File: src/rtl/div_unit.sv
// Iterative radix-2 restoring divider for RV32M DIV/DIVU/REM/REMU.
// Writes the selected result straight to the register file write port.
module div_unit #(
  parameter int DATA_WIDTH = 32
) (
  input  logic                  clk,
  input  logic                  reset,
  input  logic                  start,
  input  logic [1:0]            op,
  input  logic [4:0]            rd_in,
  input  logic [DATA_WIDTH-1:0] dividend,
  input  logic [DATA_WIDTH-1:0] divisor,
  output logic                  busy,
  output logic                  wr_en,
  output logic [4:0]            wr_addr,
  output logic [DATA_WIDTH-1:0] wr_data
);
  localparam int W  = DATA_WIDTH;
  localparam int CW = $clog2(W) + 1;
  localparam logic [W-1:0]  MIN  = {1'b1, {(W-1){1'b0}}};
  localparam logic [CW-1:0] LAST = CW'(W);

  typedef enum logic [1:0] {IDLE, CALC, DONE} state_e;

  state_e        state_q, state_d;
  logic [CW-1:0] count_q, count_d;
  logic          rsel_q, rsel_d;
  logic [4:0]    rd_q, rd_d;
  logic [W-1:0]  quo_q, quo_d;
  logic [W:0]    rem_q, rem_d;
  logic [W-1:0]  dsr_q, dsr_d;
  logic          qneg_q, qneg_d;
  logic          rneg_q, rneg_d;
  logic          wen_q, wen_d;
  logic [4:0]    waddr_q, waddr_d;
  logic [W-1:0]  wdata_q, wdata_d;

  logic          a_neg, b_neg;
  logic [W-1:0]  a_abs, b_abs;
  logic [W:0]    rem_sh, diff;
  logic [W-1:0]  q_fix, r_fix;

  assign a_neg  = ~op[0] & dividend[W-1];
  assign b_neg  = ~op[0] & divisor[W-1];
  assign a_abs  = a_neg ? -dividend : dividend;
  assign b_abs  = b_neg ? -divisor : divisor;
  assign rem_sh = {rem_q[W-1:0], quo_q[W-1]};
  assign diff   = rem_sh - {1'b0, dsr_q};
  assign q_fix  = qneg_q ? -quo_q : quo_q;
  assign r_fix  = rneg_q ? -rem_q[W-1:0] : rem_q[W-1:0];

  always_comb begin
    state_d = state_q;
    count_d = count_q;
    rsel_d  = rsel_q;
    rd_d    = rd_q;
    quo_d   = quo_q;
    rem_d   = rem_q;
    dsr_d   = dsr_q;
    qneg_d  = qneg_q;
    rneg_d  = rneg_q;
    wen_d   = 1'b0;
    waddr_d = waddr_q;
    wdata_d = wdata_q;
    case (state_q)
      IDLE: begin
        if (start) begin
          state_d = CALC;
          count_d = '0;
          rsel_d  = op[1];
          rd_d    = rd_in;
          quo_d   = a_abs;
          rem_d   = '0;
          dsr_d   = b_abs;
          qneg_d  = a_neg ^ b_neg;
          rneg_d  = a_neg;
          // Special cases skip the iterations by presetting the count.
          if (divisor == '0) begin
            quo_d   = '1;
            rem_d   = {1'b0, dividend};
            qneg_d  = 1'b0;
            rneg_d  = 1'b0;
            count_d = LAST;
          end else if (!op[0] && dividend == MIN && divisor == '1) begin
            quo_d   = MIN;
            qneg_d  = 1'b0;
            rneg_d  = 1'b0;
            count_d = LAST;
          end
        end
      end
      CALC: begin
        if (count_q == LAST) begin
          state_d = DONE;
          wen_d   = (rd_q != 5'd0);
          waddr_d = rd_q;
          wdata_d = rsel_q ? r_fix : q_fix;
        end else begin
          count_d = count_q + 1'b1;
          if (diff[W]) begin
            rem_d = rem_sh;
            quo_d = {quo_q[W-2:0], 1'b0};
          end else begin
            rem_d = diff;
            quo_d = {quo_q[W-2:0], 1'b1};
          end
        end
      end
      DONE:    state_d = IDLE;
      default: state_d = IDLE;
    endcase
  end

  always_ff @(posedge clk or posedge reset) begin
    if (reset) begin
      state_q <= IDLE;
      count_q <= '0;
      rsel_q  <= 1'b0;
      rd_q    <= '0;
      quo_q   <= '0;
      rem_q   <= '0;
      dsr_q   <= '0;
      qneg_q  <= 1'b0;
      rneg_q  <= 1'b0;
      wen_q   <= 1'b0;
      waddr_q <= '0;
      wdata_q <= '0;
    end else begin
      state_q <= state_d;
      count_q <= count_d;
      rsel_q  <= rsel_d;
      rd_q    <= rd_d;
      quo_q   <= quo_d;
      rem_q   <= rem_d;
      dsr_q   <= dsr_d;
      qneg_q  <= qneg_d;
      rneg_q  <= rneg_d;
      wen_q   <= wen_d;
      waddr_q <= waddr_d;
      wdata_q <= wdata_d;
    end
  end

  assign busy    = (state_q != IDLE);
  assign wr_en   = wen_q;
  assign wr_addr = waddr_q;
  assign wr_data = wdata_q;
endmodule

File: config.mk
export PLATFORM = sky130hd
export DESIGN_NAME = div_unit
export DESIGN_NICKNAME = d
export VERILOG_FILES = /design/src/rtl/div_unit.sv
export SDC_FILE = /design/constraint.sdc
export NUM_CORES = 1
export LEC_CHECK = 0
export ABC_AREA = 1
export CAP_MARGIN = 20
export CORE_MARGIN = 2
export CORE_UTILIZATION = 27
export CTS_CLUSTER_SIZE = 8
export DETAILED_ROUTE_END_ITERATION = 10
export GPL_ROUTABILITY_DRIVEN = 0
export GPL_TIMING_DRIVEN = 0
export HOLD_SLACK_MARGIN = 0.08
export PLACE_DENSITY = 0.41
export SYNTH_ARGS = -nofsm -noshare
export SYNTH_HDL_FRONTEND = slang
export SYNTH_SLANG_ARGS = --single-unit
File: constraint.sdc
create_clock -name clk -period 7.05 [get_ports clk]
set_input_delay 1.7625 -clock clk [delete_from_list [all_inputs] [get_ports clk]]
set_output_delay 1.7625 -clock clk [all_outputs]
set_load 0.03 [all_outputs]
==> out/results.ini <==
[detailed_routing]
first_pass_iters=5
avgRoutedWirePerCell_um=19.25
routed_wirelength_mm=58.46
drc=0
drt_iter0_drc=1244
vias=14750
ant_nets=0
avgViaCountPerCell=4.858

[cts]
clk_pin_slew_ps=60
cts-root-buf=clkbuf_16
hold_buffers=0
cts_setup_buffers=0
cts_buffers=17
post_cts_resize_count=0
clkLatencyLatePin_ps=490
htreeDepth=4
tritoncts=yes
clkSinkCount=150
cts_buffer_depth=2

[power_and_ir_drop]
p_per_area_nw_per_um2=581.9
p_clk_frac=0.109
p_sw_mw=5.373
seq_power_share=0.184
vdd_drop_max_mv=0.2218
p_leak_nw=8.120
power.internal_mw=4.130
pwr-share-comb=0.707
swShare=0.5654

[final_layout]
fin_nets=2466
syn2layout_area_growth_pct=19.15
drive_above_1_share=0.06427
final_util=0.3255
nFillCells=5613
finalNonFillerCells=3037
diodes=0
design_area_um2=16330

[synthesis]
ys_seq_elements=150
ys_types=56
synth_top_cell_area_share=0.2738
synthFlopType=dfrtp_1
syn_avg_cell_area_um2=6.171
synthesis.area_um2=13710
synth_common_cells=nand2_1 (615), inv_1 (367), nor2_1 (224), nand3_1 (208), dfrtp_1 (150)
synth_warnings=0
synth_area_leader_cell=dfrtp_1
yosys.cell_count.top_type=nand2_1
synthCells=2221
syn_nets=2335
synthArstFlopShare=1.000
ys_seq_area_frac=0.2738
yosys-top-cells-area=dfrtp_1 (27%), nand2_1 (17%), inv_1 (10%), nand3_1 (7.6%), nor2_1 (6.1%)
synth_edf_count=0

[global_routing]
grt_pass1_wl_mm=88.51
grt_pass1_vias=14490
antenna_found_initial=3
track_usage=0.2251
grt_max_degree=107
overflow=0

[timing]
maxSlewViolCount=0
worst_slew_pin_slew_ps=985.4
finClkSkew_ps=17.15
rsz0062_at_grt=false
setup_tns_ps=0
setup_slack_ps=2805
period_minus_slack_ps=4245
finalHoldViolCount=0
fin_crit_sh=0.6022
fmax_mhz=235.6
setup_viol=0
relSlewSlack=0.3431

[setup_path]
start_kind=input port
crit_required_ps=7390
max_stage_delay_ps=550
cp.arrival_ps=4590
crit_top_cell=nand2_1
critical_path.max_fanout=10
end_kind=register
critPathSlowestCell=clkdlybuf4s50_1
crit_type=in -> reg
crit_chain=clkdlybuf4s50_1 > inv_1 > ha_1 > nand4_1 > nor2_2 > nand4_1 > nor2_2 > nand3b_4 > buf_6 > nand2_1 > nand2_1 > nand2_1 > o21ai_1

[status]
status=complete, no violations

[placement]
dp_cells=3005
dp_hpwl_mm=48.43
portBuffers=111
postPlaceCellArea_um2=15690
pre_cts_ws_ps=2443

[floorplan]
fp-row-count=82
dieWidth_um=229.3
core_area_um2=50170
io_pins=113
start_util=0.2732
dieArea_um2=52590
die_h_um=229.3

[hold_path]
hold_class=reg -> reg

[job]
cap_violations=0

cells in the final DEF, fill, tap and decap left out, types with 22 or more instances in the layout:
| master | synthesis | layout |
|---|---|---|
| nor2_1 | 224 | 224 |
| ha_1 | 39 | 39 |
| o21ai_1 | 34 | 34 |
| clkdlybuf4s50_1 | 0 | 111 |
| nand4_1 | 36 | 36 |
| nand2_1 | 615 | 615 |
| nand2_2 | 22 | 22 |
| a21oi_1 | 87 | 87 |
| a31oi_1 | 23 | 23 |
| nand3_1 | 208 | 208 |
| inv_1 | 367 | 366 |
| o21ai_0 | 125 | 125 |
| xor2_1 | 53 | 53 |
| dfrtp_1 | 150 | 150 |
| clkbuf_1 | 42 | 43 |
sequential cells by signal, indices dropped and copies added (netlist names):
signal	cells
wr_addr	5
state_q	2
qneg_q	1
rd_q	5
rneg_q	1
wr_data	32
dsr_q	32
wr_en	1
count_q	6
quo_q	32
rsel_q	1
rem_q	32
cells by family after synthesis:
group / synth area share
compound gates: 0.1329
xor+xnor: 0.03642
fa+ha+maj: 0.03706
buf+inv: 0.1370
flops: 0.2738
simple gates: 0.3827
final timing paths:
path | start | to | slack, ps | depth (start not counted)
setup / recovery | dividend[0] | quo_q[5] | 2800 | 13
hold / removal | wr_addr[4] | wr_addr[4] | 480 | 2
setup reg to reg | quo_q[31] | quo_q[0] | 4030 | 19
hold reg to reg | wr_addr[4] | wr_addr[4] | 480 | 2
max in group asynchronous | reset | dsr_q[14] | 4450 | 3
min in group asynchronous | reset | quo_q[5] | 1660 | 2
power groups by stage:
stage | logic [mW] | clock network (mW) | registers [mW]
finish | 6.72 | 1.03 | 1.75
global route | 7.55 | 1.09 | 1.81
CTS | 6.76 | 1.06 | 1.75
detailed placement | 6.74 | 0 | 1.76
global placement | 6.72 | 0 | 1.76
floorplan | 4.45 | 0 | 1.80
layout make-up:
class                   instances  area (um2)  share of cell area
inverters                     379        1430             0.08757
clock buffers                  19       442.9             0.02712
well taps                     672       840.8             0.05148
clock inverters                13       195.2             0.01195
repair buffers                112        1139             0.06972
multi-input cells            1616        8075              0.4944
flip-flops and latches        150        3754              0.2298
plain buffers                  76       455.4             0.02789
stage by stage:
| step | power, mW | hold WS, ps |
|---|---|---|
| 2_1_floorplan | 6.251 | 449.1 |
| 3_3_place_gp | 8.481 | 465.6 |
| 3_5_place_dp | 8.504 | 469.6 |
| 4_1_cts | 9.573 | 486.9 |
| 5_1_grt | 10.45 | 508.8 |
| 6_report | 9.503 | 477.6 |
worst max-delay path: cells and delay by family:
kind,cells,cell delay [ps]
AND/OR/NAND/NOR,8,1570
AO/OA/AOI/OAI,1,70
adder cells (fa/ha/maj),1,210
buffers and inverters,3,960
layer usage:
layer	up-vias	track usage	share of wire
met3	59	0.04221	0.060
met1	6905	0.3203	0.48
met2	459	0.3444	0.43
met4	0	0.06636	0.022
met5	-	0	0
li1	7331	-	-
Note: power is estimated with default switching activity, not from simulation.
